$ cat src/rtl/cluster_tcdm_arb_pkg.sv
// Shared types and defaults for the per-bank TCDM arbiter.
// Arbitration mode encoding and a debug snapshot exported through the bus interface.
package cluster_tcdm_arb_pkg;

  typedef enum logic [1:0] {
    ARB_FIXED    = 2'd0,
    ARB_RR       = 2'd1,
    ARB_WEIGHTED = 2'd2,
    ARB_RSVD     = 2'd3
  } arb_mode_e;

  localparam int unsigned DEF_STALL_W  = 8;
  localparam int unsigned DEF_WEIGHT_W = 4;

  // Fixed-width view of internal state; fields are zero-extended from the
  // parameterised registers (N_REQ <= 32, WEIGHT_W <= 8).
  typedef struct packed {
    logic [4:0] rr_ptr;
    logic [7:0] wcnt;
    logic       starv_hit;
    logic       resp_valid;
  } arb_dbg_t;

endpackage

$ cat src/rtl/cluster_tcdm_bank_arb_if.sv
// Initiator-side and bank-side signal bundle for the TCDM bank arbiter.
// Handshake: a port holds req with stable add/wen/data/be until gnt is seen high in the
// same cycle; for every gnt, r_valid for that port pulses exactly one cycle later.
interface cluster_tcdm_bank_arb_if #(
  parameter int unsigned N_REQ = 8,
  parameter int unsigned AW    = 12,
  parameter int unsigned DW    = 32,
  parameter int unsigned BW    = DW / 8
);
  import cluster_tcdm_arb_pkg::*;

  logic [N_REQ-1:0]    req;
  logic [N_REQ*AW-1:0] add;
  logic [N_REQ-1:0]    wen;
  logic [N_REQ*DW-1:0] data;
  logic [N_REQ*BW-1:0] be;
  logic [N_REQ-1:0]    gnt;
  logic [N_REQ-1:0]    r_valid;
  logic [DW-1:0]       r_data;

  logic                mem_req;
  logic [AW-1:0]       mem_add;
  logic                mem_wen;
  logic [DW-1:0]       mem_data;
  logic [BW-1:0]       mem_be;
  logic [DW-1:0]       mem_rdata;

  arb_dbg_t            dbg;

  modport slave (
    input  req, add, wen, data, be, mem_rdata,
    output gnt, r_valid, r_data, mem_req, mem_add, mem_wen, mem_data, mem_be, dbg
  );

  modport master (
    output req, add, wen, data, be, mem_rdata,
    input  gnt, r_valid, r_data, mem_req, mem_add, mem_wen, mem_data, mem_be, dbg
  );

endinterface

$ cat src/rtl/cluster_tcdm_arb_sel.sv
// Masked ring priority encoder: first set bit of (req & mask) at or after start.
// start must be below N; the search wraps once around the vector.
module cluster_tcdm_arb_sel #(
  parameter int unsigned N  = 8,
  parameter int unsigned IW = 3
) (
  input  logic [N-1:0]  req,
  input  logic [IW-1:0] start,
  input  logic [N-1:0]  mask,
  output logic [N-1:0]  onehot,
  output logic [IW-1:0] idx
);

  always_comb begin
    int unsigned j;
    logic        found;
    onehot = '0;
    idx    = '0;
    found  = 1'b0;
    j      = 0;
    for (int unsigned k = 0; k < N; k++) begin
      j = 32'(start) + k;
      if (j >= N) j = j - N;
      if (!found && req[j] && mask[j]) begin
        found     = 1'b1;
        onehot[j] = 1'b1;
        idx       = IW'(j);
      end
    end
  end

endmodule

$ cat src/rtl/cluster_tcdm_bank_arb.sv
// Per-bank TCDM arbiter: fixed / round-robin / weighted policy with a starvation guard,
// combinational same-cycle grant and one-cycle response routing back to the winner.
module cluster_tcdm_bank_arb
  import cluster_tcdm_arb_pkg::*;
#(
  parameter int unsigned N_REQ                = 8,
  parameter int unsigned N_HI                 = 2,
  parameter int unsigned AW                   = 12,
  parameter int unsigned DW                   = 32,
  parameter int unsigned BW                   = DW / 8,
  parameter int unsigned STALL_W              = DEF_STALL_W,
  parameter int unsigned WEIGHT_W             = DEF_WEIGHT_W,
  parameter bit          FILTER_WRITE_R_VALID = 1'b0
) (
  input  logic                clk_i,
  input  logic                rst_ni,
  input  logic                clear_i,
  input  logic [1:0]          mode_i,
  input  logic [WEIGHT_W-1:0] weight_i,
  input  logic [STALL_W-1:0]  max_stall_i,
  cluster_tcdm_bank_arb_if.slave bus
);

  localparam int unsigned IW     = (N_REQ > 1) ? $clog2(N_REQ) : 1;
  // Grouping only matters when both groups are non-empty.
  localparam bit          GRP_EN = (N_HI != 0) && (N_HI < N_REQ);

  arb_mode_e mode;
  assign mode = arb_mode_e'(mode_i);

  logic [IW-1:0]                  rr_ptr;
  logic [WEIGHT_W-1:0]            wcnt;
  logic [N_REQ-1:0][STALL_W-1:0]  stall_cnt;
  logic                           resp_valid;
  logic [IW-1:0]                  resp_id;

  logic [N_REQ-1:0] hi_mask;
  logic [N_REQ-1:0] all_mask;
  logic [N_REQ-1:0] starv_req;

  always_comb begin
    all_mask  = '1;
    hi_mask   = '0;
    starv_req = '0;
    for (int i = 0; i < int'(N_REQ); i++) begin
      hi_mask[i]   = (i < int'(N_HI));
      starv_req[i] = bus.req[i] && (max_stall_i != '0) && (stall_cnt[i] >= max_stall_i);
    end
  end

  logic [N_REQ-1:0] starv_oh, fixed_oh, rr_oh, hi_oh, lo_oh;
  logic [IW-1:0]    starv_idx, fixed_idx, rr_idx, hi_idx, lo_idx;

  cluster_tcdm_arb_sel #(.N(N_REQ), .IW(IW)) u_sel_starv (
    .req(starv_req), .start('0), .mask(all_mask), .onehot(starv_oh), .idx(starv_idx)
  );
  cluster_tcdm_arb_sel #(.N(N_REQ), .IW(IW)) u_sel_fixed (
    .req(bus.req), .start('0), .mask(all_mask), .onehot(fixed_oh), .idx(fixed_idx)
  );
  cluster_tcdm_arb_sel #(.N(N_REQ), .IW(IW)) u_sel_rr (
    .req(bus.req), .start(rr_ptr), .mask(all_mask), .onehot(rr_oh), .idx(rr_idx)
  );
  cluster_tcdm_arb_sel #(.N(N_REQ), .IW(IW)) u_sel_hi (
    .req(bus.req), .start(rr_ptr), .mask(hi_mask), .onehot(hi_oh), .idx(hi_idx)
  );
  cluster_tcdm_arb_sel #(.N(N_REQ), .IW(IW)) u_sel_lo (
    .req(bus.req), .start(rr_ptr), .mask(~hi_mask), .onehot(lo_oh), .idx(lo_idx)
  );

  logic                starv_hit;
  logic                hi_any, lo_any;
  logic [WEIGHT_W-1:0] eff_weight;
  logic [N_REQ-1:0]    win_oh;
  logic [IW-1:0]       win_idx;
  logic                win_valid;
  logic                hi_win;

  assign starv_hit  = |starv_req;
  assign hi_any     = |(bus.req & hi_mask);
  assign lo_any     = |(bus.req & ~hi_mask);
  assign eff_weight = (weight_i == '0) ? WEIGHT_W'(1) : weight_i;
  assign win_valid  = |bus.req;
  assign hi_win     = |(win_oh & hi_mask);

  always_comb begin
    win_oh  = rr_oh;
    win_idx = rr_idx;
    if (starv_hit) begin
      win_oh  = starv_oh;
      win_idx = starv_idx;
    end else begin
      case (mode)
        ARB_FIXED: begin
          win_oh  = fixed_oh;
          win_idx = fixed_idx;
        end
        ARB_WEIGHTED: begin
          // With only one group requesting, plain RR already stays inside that group.
          if (GRP_EN && hi_any && lo_any) begin
            if (wcnt < eff_weight) begin
              win_oh  = hi_oh;
              win_idx = hi_idx;
            end else begin
              win_oh  = lo_oh;
              win_idx = lo_idx;
            end
          end
        end
        default: begin
          win_oh  = rr_oh;
          win_idx = rr_idx;
        end
      endcase
    end
  end

  logic [AW-1:0] mem_add;
  logic          mem_wen;
  logic [DW-1:0] mem_data;
  logic [BW-1:0] mem_be;

  always_comb begin
    mem_add  = '0;
    mem_wen  = 1'b0;
    mem_data = '0;
    mem_be   = '0;
    for (int i = 0; i < int'(N_REQ); i++) begin
      if (win_oh[i]) begin
        mem_add  = mem_add  | bus.add[i*AW +: AW];
        mem_wen  = mem_wen  | bus.wen[i];
        mem_data = mem_data | bus.data[i*DW +: DW];
        mem_be   = mem_be   | bus.be[i*BW +: BW];
      end
    end
  end

  logic [IW-1:0] next_ptr;
  assign next_ptr = (win_idx == IW'(N_REQ - 1)) ? '0 : win_idx + IW'(1);

  always_ff @(posedge clk_i or negedge rst_ni) begin
    if (!rst_ni) begin
      rr_ptr     <= '0;
      wcnt       <= '0;
      stall_cnt  <= '0;
      resp_valid <= 1'b0;
      resp_id    <= '0;
    end else if (clear_i) begin
      rr_ptr     <= '0;
      wcnt       <= '0;
      stall_cnt  <= '0;
      resp_valid <= 1'b0;
      resp_id    <= '0;
    end else begin
      if (win_valid) rr_ptr <= next_ptr;
      // Weight counter only advances while the low group is actually held off.
      if (GRP_EN && (mode == ARB_WEIGHTED)) begin
        if (!lo_any || (win_valid && !hi_win)) wcnt <= '0;
        else if (win_valid && (wcnt != '1))    wcnt <= wcnt + WEIGHT_W'(1);
      end
      for (int i = 0; i < int'(N_REQ); i++) begin
        if (bus.req[i] && !win_oh[i]) begin
          if (stall_cnt[i] != '1) stall_cnt[i] <= stall_cnt[i] + STALL_W'(1);
        end else begin
          stall_cnt[i] <= '0;
        end
      end
      resp_valid <= win_valid && (!FILTER_WRITE_R_VALID || mem_wen);
      if (win_valid) resp_id <= win_idx;
    end
  end

  logic [N_REQ-1:0] r_valid;
  always_comb begin
    r_valid = '0;
    if (resp_valid) r_valid[resp_id] = 1'b1;
  end

  assign bus.gnt      = win_oh;
  assign bus.r_valid  = r_valid;
  assign bus.r_data   = resp_valid ? bus.mem_rdata : '0;
  assign bus.mem_req  = win_valid;
  assign bus.mem_add  = mem_add;
  assign bus.mem_wen  = mem_wen;
  assign bus.mem_data = mem_data;
  assign bus.mem_be   = mem_be;

  assign bus.dbg.rr_ptr     = 5'(rr_ptr);
  assign bus.dbg.wcnt       = 8'(wcnt);
  assign bus.dbg.starv_hit  = starv_hit;
  assign bus.dbg.resp_valid = resp_valid;

endmodule
$ cat src/flat_wrapper.sv
// flat-port wrapper written by rule: the top's interface ports become plain ports
module cluster_tcdm_bank_arb_flat import cluster_tcdm_arb_pkg::*;
#(
  parameter int unsigned N_REQ                = 8,
  parameter int unsigned N_HI                 = 2,
  parameter int unsigned AW                   = 12,
  parameter int unsigned DW                   = 32,
  parameter int unsigned BW                   = DW / 8,
  parameter int unsigned STALL_W              = DEF_STALL_W,
  parameter int unsigned WEIGHT_W             = DEF_WEIGHT_W,
  parameter bit          FILTER_WRITE_R_VALID = 1'b0
)
  (clk_i, rst_ni, clear_i, mode_i, weight_i, max_stall_i, bus_req, bus_add, bus_wen, bus_data, bus_be, bus_mem_rdata, bus_gnt, bus_r_valid, bus_r_data, bus_mem_req, bus_mem_add, bus_mem_wen, bus_mem_data, bus_mem_be, bus_dbg);
  cluster_tcdm_bank_arb_if #(.N_REQ(N_REQ), .AW(AW), .DW(DW), .BW(BW)) bus_i ();
  input  logic clk_i;
  input  logic rst_ni;
  input  logic clear_i;
  input  logic [1:0] mode_i;
  input  logic [WEIGHT_W-1:0] weight_i;
  input  logic [STALL_W-1:0] max_stall_i;
  input wire logic [$bits(bus_i.req)-1:0] bus_req;
  input wire logic [$bits(bus_i.add)-1:0] bus_add;
  input wire logic [$bits(bus_i.wen)-1:0] bus_wen;
  input wire logic [$bits(bus_i.data)-1:0] bus_data;
  input wire logic [$bits(bus_i.be)-1:0] bus_be;
  input wire logic [$bits(bus_i.mem_rdata)-1:0] bus_mem_rdata;
  output wire logic [$bits(bus_i.gnt)-1:0] bus_gnt;
  output wire logic [$bits(bus_i.r_valid)-1:0] bus_r_valid;
  output wire logic [$bits(bus_i.r_data)-1:0] bus_r_data;
  output wire logic [$bits(bus_i.mem_req)-1:0] bus_mem_req;
  output wire logic [$bits(bus_i.mem_add)-1:0] bus_mem_add;
  output wire logic [$bits(bus_i.mem_wen)-1:0] bus_mem_wen;
  output wire logic [$bits(bus_i.mem_data)-1:0] bus_mem_data;
  output wire logic [$bits(bus_i.mem_be)-1:0] bus_mem_be;
  output wire logic [$bits(bus_i.dbg)-1:0] bus_dbg;
  assign bus_i.req = bus_req;
  assign bus_i.add = bus_add;
  assign bus_i.wen = bus_wen;
  assign bus_i.data = bus_data;
  assign bus_i.be = bus_be;
  assign bus_i.mem_rdata = bus_mem_rdata;
  assign bus_gnt = bus_i.gnt;
  assign bus_r_valid = bus_i.r_valid;
  assign bus_r_data = bus_i.r_data;
  assign bus_mem_req = bus_i.mem_req;
  assign bus_mem_add = bus_i.mem_add;
  assign bus_mem_wen = bus_i.mem_wen;
  assign bus_mem_data = bus_i.mem_data;
  assign bus_mem_be = bus_i.mem_be;
  assign bus_dbg = bus_i.dbg;
  cluster_tcdm_bank_arb #(.N_REQ(N_REQ), .N_HI(N_HI), .AW(AW), .DW(DW), .BW(BW), .STALL_W(STALL_W), .WEIGHT_W(WEIGHT_W), .FILTER_WRITE_R_VALID(FILTER_WRITE_R_VALID)) u_core (.clk_i(clk_i), .rst_ni(rst_ni), .clear_i(clear_i), .mode_i(mode_i), .weight_i(weight_i), .max_stall_i(max_stall_i), .bus(bus_i));
endmodule
$ cat config.mk
export PLATFORM = sky130hd
export DESIGN_NAME = cluster_tcdm_bank_arb_flat
export DESIGN_NICKNAME = d
export VERILOG_FILES = /design/src/rtl/cluster_tcdm_arb_pkg.sv /design/src/rtl/cluster_tcdm_bank_arb_if.sv /design/src/rtl/cluster_tcdm_arb_sel.sv /design/src/rtl/cluster_tcdm_bank_arb.sv /design/src/flat_wrapper.sv
export SDC_FILE = /design/constraint.sdc
export NUM_CORES = 1
export LEC_CHECK = 0
export BUFFER_PORTS_ARGS = -buffer_cell sky130_fd_sc_hd__buf_2
export CORE_AREA = 10 10 208 210
export DETAILED_ROUTE_END_ITERATION = 7
export DIE_AREA = 0 0 218 220
export GPL_TIMING_DRIVEN = 0
export HOLD_SLACK_MARGIN = 0.06
export SLEW_MARGIN = 20
export SYNTH_ARGS = -nofsm -noshare
export SYNTH_HDL_FRONTEND = slang
export SYNTH_SLANG_ARGS = --single-unit
$ cat constraint.sdc
create_clock -name clk_i -period 5.3 [get_ports clk_i]
set_input_delay 0.795 -clock clk_i [delete_from_list [all_inputs] [get_ports clk_i]]
set_output_delay 0.795 -clock clk_i [all_outputs]
set_load 0.005 [all_outputs]
* Yosys cells after proc, flatten, opt, wreduce, memory -nomap -nowiden *
Memory sizes are Yosys's and may differ from the RTL's.
Cells that the tools add are included.

storage, ports and cells
  ROM bits = 192
  input port bits = 449
  output and inout bits = 113
  memories = 24
  logic and storage cells = 566
  register bits = 75

cells by class
  order comparisons = 35
  mux-type cells = 249
  reduce and logical (&&, ||, !) cells = 153
  equal/unequal tests = 19
  bitwise gates (word level) = 49
  add/sub/neg operators = 25

memory list
  memory            depth  bits a word  read ports  clocked after memory_dff  wr ports  RTL line                    text
  (no name shown)   8      1            1           0                         0         cluster_tcdm_arb_sel.sv:24  if (!found && req[j] && mask[j]) begin
  (no name shown)   8      1            1           0                         0         cluster_tcdm_arb_sel.sv:24
  (no name shown)   8      1            1           0                         0         cluster_tcdm_arb_sel.sv:24
  (no name shown)   8      1            1           0                         0         cluster_tcdm_arb_sel.sv:24
  (no name shown)   8      1            1           0                         0         cluster_tcdm_arb_sel.sv:24
  (no name shown)   8      1            1           0                         0         cluster_tcdm_arb_sel.sv:24
  18 more memories  n/a    n/a          n/a         n/a                       n/a       n/a

operator list
  cell                                                                number
  two-way mux 32 bit                                                  17
  two-way mux 8 bit                                                   46
  greater-or-equal comparator 32 x 1 -> 1 bit, second input constant  8
  less-than comparator 32 x 4 -> 1 bit, second input constant         8
  bitwise OR 32 bit                                                   7
  bitwise OR 8 bit                                                    21
  two-way mux 3 bit                                                   46
  two-way mux 12 bit                                                  8
  logical AND 1 bit                                                   95
  two-way mux 1 bit                                                   89
  bitwise OR 12 bit                                                   7
  adder 8 x 1 -> 8 bit, second input constant                         8
  greater-or-equal comparator 8 bit                                   8
  two-way mux 64 bit                                                  1
  inequality test 8 bit, second input constant                        8
  two-way mux 4 bit                                                   15
  logical NOT 1 bit                                                   45
  subtractor 4 x 4 -> 5 bit, second input constant                    7
  greater-or-equal comparator 4 bit, second input constant            7
  bitwise OR 4 bit                                                    7
  demux 1 bit (select 3 bit)                                          9
  binary-select mux 1 bit (select 3 bit)                              8
  inequality test 3 bit, second input constant                        8
  adder 3 x 3 -> 4 bit, second input constant                         4
  other kinds (29)                                                    43

* Logic depth before layout (Yosys ltp) *
  word-level depth = 53
  mapped depth = 22
  depth with buffers taken out = 16

* Cells and area by module *
Synthesis repeated with hierarchy kept, for this count alone.

unflattened totals
  cells, all modules = 2101
  area, all modules = 16623.4 µm²

by module, submodules not included
  module                                          seq. area each (µm²)  times used  cells each  area an instance (µm²)
  cluster_tcdm_bank_arb                           1876.8                1           1049        8787.2
  cluster_tcdm_arb_sel at u_core.u_sel_fixed ...  0.0                   4           215         1579.0
  cluster_tcdm_arb_sel at u_core.u_sel_starv      0.0                   1           192         1520.2

* Least setup slack after synthesis *
No wires, ideal clock.

  kind = reg-to-output
  start point = reg u_core.rr_ptr[0]
  end point = out bus_mem_be[1]
  buffers on the path = 6
  arrival = 4450 ps
  stages on the path, launching flop included = 19
  data required time = 4505 ps
  slack = 55 ps
  cell sequence = dfrtp_1 > buf_4 > inv_2 > clkbuf_1 > clkbuf_1 > ha_1 > buf_2 > mux4_2 > mux2_2 > a2111oi_4 > nand2_1 > o2111ai_1 > nor3_1 > o32ai_1 > a21oi_1 > buf_2 > buf_2 > o211ai_1 > nand3b_1

between the ends
  cells in the longest elaborated chain, start to end = 53
  elaborated cells between the ends (all ways) = 286
  those cells by class = add/sub: 15; order compare: 24; mux: 121; bitwise: 28; reduce/logical: 74; memory: 24

ends and longest elaborated chain
  element                                                                               RTL line                      text
  start, declared                                                                       cluster_tcdm_bank_arb.sv:31   logic [IW-1:0] rr_ptr;
  start signal, assigned                                                                cluster_tcdm_bank_arb.sv:154  if (win_valid) rr_ptr <= next_ptr;
  branches (longest 36 deep; another with greater-or-equal comparator 32 x 1 -> 1 bit)  n/a
  case mux 8 bit (2 select lines) (*)                                                   cluster_tcdm_bank_arb.sv:92   case (mode)
  two-way mux 8 bit (*)                                                                 cluster_tcdm_bank_arb.sv:88   if (starv_hit) begin
  two-way mux 4 bit                                                                     cluster_tcdm_bank_arb.sv:128  if (win_oh[i]) begin
  bitwise OR 4 bit                                                                      cluster_tcdm_bank_arb.sv:132  mem_be = mem_be | bus.be[i*BW +: BW];
  two-way mux 4 bit                                                                     cluster_tcdm_bank_arb.sv:128
  bitwise OR 4 bit                                                                      cluster_tcdm_bank_arb.sv:132
  two-way mux 4 bit                                                                     cluster_tcdm_bank_arb.sv:128
  [2 not listed]                                                                        n/a
  bitwise OR 4 bit                                                                      cluster_tcdm_bank_arb.sv:132
  two-way mux 4 bit                                                                     cluster_tcdm_bank_arb.sv:128
  bitwise OR 4 bit                                                                      cluster_tcdm_bank_arb.sv:132
  two-way mux 4 bit                                                                     cluster_tcdm_bank_arb.sv:128
  bitwise OR 4 bit                                                                      cluster_tcdm_bank_arb.sv:132
  two-way mux 4 bit                                                                     cluster_tcdm_bank_arb.sv:128
  bitwise OR 4 bit                                                                      cluster_tcdm_bank_arb.sv:132
  two-way mux 4 bit (*)                                                                 cluster_tcdm_bank_arb.sv:128
  end, declared                                                                         flat_wrapper.sv:34            output wire logic [$bits(bus_i.mem_be)-1:0] bus_mem_be;

Every way passes the cells marked *. The select of a mux whose other input is x is not followed.

* Worst setup path after layout *
  start point = reg u_core.rr_ptr[1]
  end point = out bus_mem_add[4]

between the ends
  cells in the longest elaborated chain, start to end = 53
  elaborated cells between the ends (all ways) = 286
  those cells by class = add/sub: 15; order compare: 24; mux: 121; bitwise: 28; reduce/logical: 74; memory: 24

ends and longest elaborated chain
  element                                                                               RTL line                      text
  branches (longest 36 deep; another with greater-or-equal comparator 32 x 1 -> 1 bit)  n/a
  case mux 8 bit (2 select lines) (*)                                                   cluster_tcdm_bank_arb.sv:92
  two-way mux 8 bit (*)                                                                 cluster_tcdm_bank_arb.sv:88
  two-way mux 12 bit                                                                    cluster_tcdm_bank_arb.sv:128
  bitwise OR 12 bit                                                                     cluster_tcdm_bank_arb.sv:129  mem_add = mem_add | bus.add[i*AW +: AW];
  two-way mux 12 bit                                                                    cluster_tcdm_bank_arb.sv:128
  bitwise OR 12 bit                                                                     cluster_tcdm_bank_arb.sv:129
  two-way mux 12 bit                                                                    cluster_tcdm_bank_arb.sv:128
  [2 not listed]                                                                        n/a
  bitwise OR 12 bit                                                                     cluster_tcdm_bank_arb.sv:129
  two-way mux 12 bit                                                                    cluster_tcdm_bank_arb.sv:128
  bitwise OR 12 bit                                                                     cluster_tcdm_bank_arb.sv:129
  two-way mux 12 bit                                                                    cluster_tcdm_bank_arb.sv:128
  bitwise OR 12 bit                                                                     cluster_tcdm_bank_arb.sv:129
  two-way mux 12 bit                                                                    cluster_tcdm_bank_arb.sv:128
  bitwise OR 12 bit                                                                     cluster_tcdm_bank_arb.sv:129
  two-way mux 12 bit (*)                                                                cluster_tcdm_bank_arb.sv:128
  end, declared                                                                         flat_wrapper.sv:31            output wire logic [$bits(bus_i.mem_add)-1:0] bus_mem_add;

Marks and branches as above.

==> flow_results.org <==
** STA
- The hold violation count in the final report is 0.
- Setup repair after global routing could not meet its margin everywhere.
- Counting I/O delays and the setup requirement, the final critical path takes approximately 5700 ps.
- Once routing completed, OpenROAD measured the worst setup slack at -450 ps.
- Setup violations remaining at the end of the flow were counted as just over 50.
- Headroom to the max-slew limit came out at 0.276.
- The number of pins with negative max-slew slack in the final report is 0.
- Timing would allow up to between 0.15 and 0.2 GHz.
- For the pin with the worst max-slew slack, the measured transition is around 1100 ps.
- Post-route clock period utilization :: 1.08
- Between clock sinks in the finished design, the worst skew comes to between 10 and 15 ps.
- After routing, the total negative slack on setup checks comes to -15380 ps.

** GRT
- Antenna violations before repair :: 19
- Across every metal layer, demand over resource in global routing totals 0.360.
- The total overflow left after global routing is 0.
- The first global-routing pass estimated about 130000 um of wire.
- Entering global routing, the biggest net connects 51 pins.
- The number of global-route vias before repair came to between 15000 and 20000.

** Yosys
- Synthesis produced ~1600 cells.
- The synthesized design contains 0 enable-type register cells.
- Synth async-reset ratio :: 1.00
- The share of the Yosys chip area taken by registers is 0.157.
- Largest family of logic cells by synthesized area :: compound AO/OA/AOI/OAI gates
- The synthesized netlist occupies a cell area of 12000 um2.
- Of the total synthesized cell area, the portion taken by AND, OR, NAND and NOR gates is 0.263.
- Of the post-synthesis cell area, the dominant cell type holds 0.157.
- nand2_1 is the most common cell in the netlist.
- Synth cell count leaders :: nand2_1, nor2_1, ha_1, a21oi_1, inv_1
- Post-synthesis compound-gate area fraction :: 0.314
- Of the total synthesized cell area, the portion taken by XOR and XNOR cells is 0.0320.
- Largest cells by area after synthesis :: dfrtp_1, ha_1, nand2_1
- Largest area contributor in the synthesized netlist :: dfrtp_1
- Number of warnings issued by yosys :: 0
- Among all flip-flop cells after synthesis, the most frequent one is dfrtp_1.
- Unique cell type count in the Yosys netlist :: between 90 and 100
- Seq cells post-synth :: 75
- Syn_area_per_cell :: 7.56 um2
- After synthesis, the share of cell area in mux cells is 0.0690.
- Adder-Cell Fraction of Synth Area :: 0.0899

** Route
- The detailed router used layers up to and including met5.
- The routed design uses 9730 um of met3 wire.
- Across all layers, the routed design uses 17600 vias.
- The detailed router put a total of roughly 35000 um of wire on met1.
- In the routed layout, each cell is associated on average with a via count of between 6 and 7.
- In the detailed route, the total length drawn on met2 is about 43000 um.
- Remaining antenna violation count after routing :: 0
- Average wire length per cell after detail routing :: 33.0 um
- DRC violation count after routing :: 0
- In this run, the number of DRC markers left after iteration 0 of detailed routing was ~2200.
- The first detailed-routing pass ran for 8 iterations.
- Post-Route WL :: 92700 um

** Placed design
- Counting tap cells, the placed design contains a total of ~2700 instances.
- Port buffering added about 550 buffers.
- The HPWL after detailed placement is 74600 um.
- Final estimated routing congestion in global placement :: about 1.0

** Critical path
- List of cells traversed by the critical path :: buf_6 -> buf_12 -> buf_12 -> clkinvlp_4 -> ha_4 -> mux4_2 -> mux2_4 -> a2111oi_4 -> buf_6 -> nand2_8 -> o2111ai_4 -> nor3_2 -> o32ai_2 -> a21oi_4 -> buf_6 -> buf_6 -> o211ai_1 -> nand3b_1 -> buf_2
- Kind of start point of the critical path :: flip-flop
- Cell count of the worst reg-to-reg path :: 20
- Type of element capturing the critical path :: output pin
- Kind of critical path :: flip-flop to output pin
- For flop-to-flop paths, the worst setup slack is 140 ps.
- Crit path buf inv count :: 8
- In this run the critical register-to-register path is captured at u_core.rr_ptr[0]$_DFFE_PN0P_.
- Data on the critical path arrives at its endpoint at ~5000 ps.
- STA puts the critical path data required time at roughly 4500 ps.
- Critical Path Max Stage Delay :: 540 ps
- In this run the critical register-to-register path is launched from u_core.rr_ptr[0]$_DFFE_PN0P_.
- The slowest stage of the critical path is the mux4_2 cell.
- Most common cell on crit path :: buf_6
- Top cell family by delay on the critical path :: compound AO/OA/AOI/OAI gates
- Crit-path max FO :: 6

** Pwr
- Overall power consumption after layout is estimated at between 9 and 10 mW.
- Maximum VDD drop :: between 300 and 400 uV
- Summed over all cells, the static leakage comes to 8.39 nW.
- In this run the power density over the cells is a little over 500 nW/um2.

** Status
- Status :: finished, violations left
- The final reports fail on setup timing.

** Die
- During I/O placement, the number of pins put on the boundary was between 500 and 600.
- Area of the die :: between 40000 and 50000 um2
- Starting utilization of the core area :: 0.305
- Core ar. :: a little under 40000 um2
- Die X :: around 220 um
- Number of placement rows :: 73
- The floorplan step set the die height to 220 um.

** CTS
- In this run, CTS created clock tree buffers numbering 9.
- Number of clock sinks :: 75
- Number of hold buffers added after CTS :: 0
- Depth of the CTS H-tree :: 3
- Counting along the longest clock path gives a buffer depth of 2.
- The clock reaches the later pin of the worst-skew pair after approximately 360 ps.
- Clock-pin slew was measured on the worst setup and hold paths at 70 ps.
- CTS tree :: built
- The tree is rooted in a clkbuf_16.

** Finish
- Signed area change from the synthesized netlist to the final layout :: 54.3%
- Non-filler cells, final :: about 2800
- Fraction of layout instances using a drive strength above 1 :: 0.432
- At the end of the flow, the number of nets in the layout was between 2000 and 3000.
- At the end of the flow the core is filled with cells to 0.470.

** Run
- Max-cap violations in this run came to 0.

** Min path
- Class of the most critical hold timing path :: input port to asynchronous set/reset pin
## worst register-to-register path: cells and delay by family, from the launching register on
family | cells | cell delay (ps)
flip-flops | 1 | 460
buffers and inverters | 6 | 990
AND/OR/NAND/NOR | 7 | 1640
AO/OA/AOI/OAI | 5 | 1650
adder cells (fa/ha/maj) | 2 | 350
## worst max path at each step
stage / from / endpoint / slack, ps / cells after the start
finish: u_core.rr_ptr[1]$_DFFE_PN0P_ / bus_mem_add[4] / -450 / 19
global route: u_core.rr_ptr[1]$_DFFE_PN0P_ / bus_mem_be[1] / -520 / 19
CTS: u_core.rr_ptr[0]$_DFFE_PN0P_ / bus_mem_data[21] / -500 / 20
detailed placement: u_core.rr_ptr[0]$_DFFE_PN0P_ / bus_mem_add[10] / -3570 / 17
global placement: u_core.rr_ptr[0]$_DFFE_PN0P_ / bus_mem_add[10] / -3700 / 17
floorplan: u_core.rr_ptr[0]$_DFFE_PN0P_ / bus_mem_be[1] / 60 / 18
## layout by cell type, fill, tap and decap left out, types with 12 or more instances in the layout
| master | count |
|---|---|
| mux2i_1 | 32 |
| clkbuf_1 | 15 |
| o21a_1 | 12 |
| nand4_1 | 28 |
| and2_1 | 42 |
| a221oi_1 | 15 |
| nor2b_1 | 16 |
| mux2_2 | 13 |
| and3_1 | 20 |
| clkbuf_16 | 16 |
| clkbuf_2 | 22 |
| a22o_1 | 17 |
| a21oi_1 | 78 |
| nand2_1 | 158 |
| a222oi_1 | 50 |
| buf_6 | 42 |
| xnor2_1 | 20 |
| nor2_1 | 96 |
| diode_2 | 16 |
| o21ai_0 | 40 |
| o211ai_1 | 46 |
| buf_2 | 540 |
| a211oi_1 | 12 |
| nand3b_1 | 39 |
| ha_1 | 80 |
| a32oi_1 | 35 |
| inv_1 | 73 |
| buf_4 | 122 |
| dfrtp_1 | 72 |
| nor3_1 | 44 |
| xor2_1 | 17 |
| a31oi_1 | 15 |
| nand3_1 | 65 |
| a22oi_1 | 13 |
## routing by layer
metal	vias up	global-route usage
met3	236	0.0967
met5	-	0
met1	8588	0.428
met2	1186	0.586
li1	7535	-
met4	20	0.189
## timing repair
item / in CTS / in global routing
resized for setup: 317 / 124
buffers inserted: 76 / 39
endpoints found under the setup margin: 131 / 58
pin swaps: 46 / 48
gates cloned: 0 / 3
## report_power, final
group          switching, mW  internal, mW
clock network          0.272         0.441
registers             0.0550         0.606
logic                   5.05          3.14
## logic make-up (layout without fill, tap and decap cells)
group | Yosys count | count (layout)
AO/OA/AOI/OAI | 489 | 489
XOR/XNOR | 42 | 42
adder cells (fa/ha/maj) | 86 | 86
buffers and inverters | 206 | 883
flip-flops | 75 | 75
multiplexers | 67 | 67
other | 1 | 22
AND/OR/NAND/NOR | 616 | 616
## per-stage QoR
stage / cell area (um2) / hold slack, ps / worst slack (ps)
after detailed placement: 15400 / 535 / -3570
final: 18500 / 362 / -450
after global placement: 15400 / 537 / -3700
after floorplan: 12000 / 487 / 55.3
after global routing: 18400 / 382 / -517
after CTS: 17600 / 370 / -498
## cell type report
class                   count  area (um2)
fillers                  4011       20800
multi-input cells        1306       10200
repair buffers            671        3970
flip-flops and latches     75        1880
plain buffers             112         981
well taps                 525         657
inverters                  84         360
clock buffers              11         253
clock inverters             5        82.6
diodes                     16        40.0
## state kept, by name, summed over array words and instances, names as in the netlist
register           cells
u_core.rr_ptr          3
u_core.stall_cnt      64
u_core.resp_id         3
u_core.wcnt            4
u_core.resp_valid      1
No activity file was read; power rests on OpenSTA's default activity.
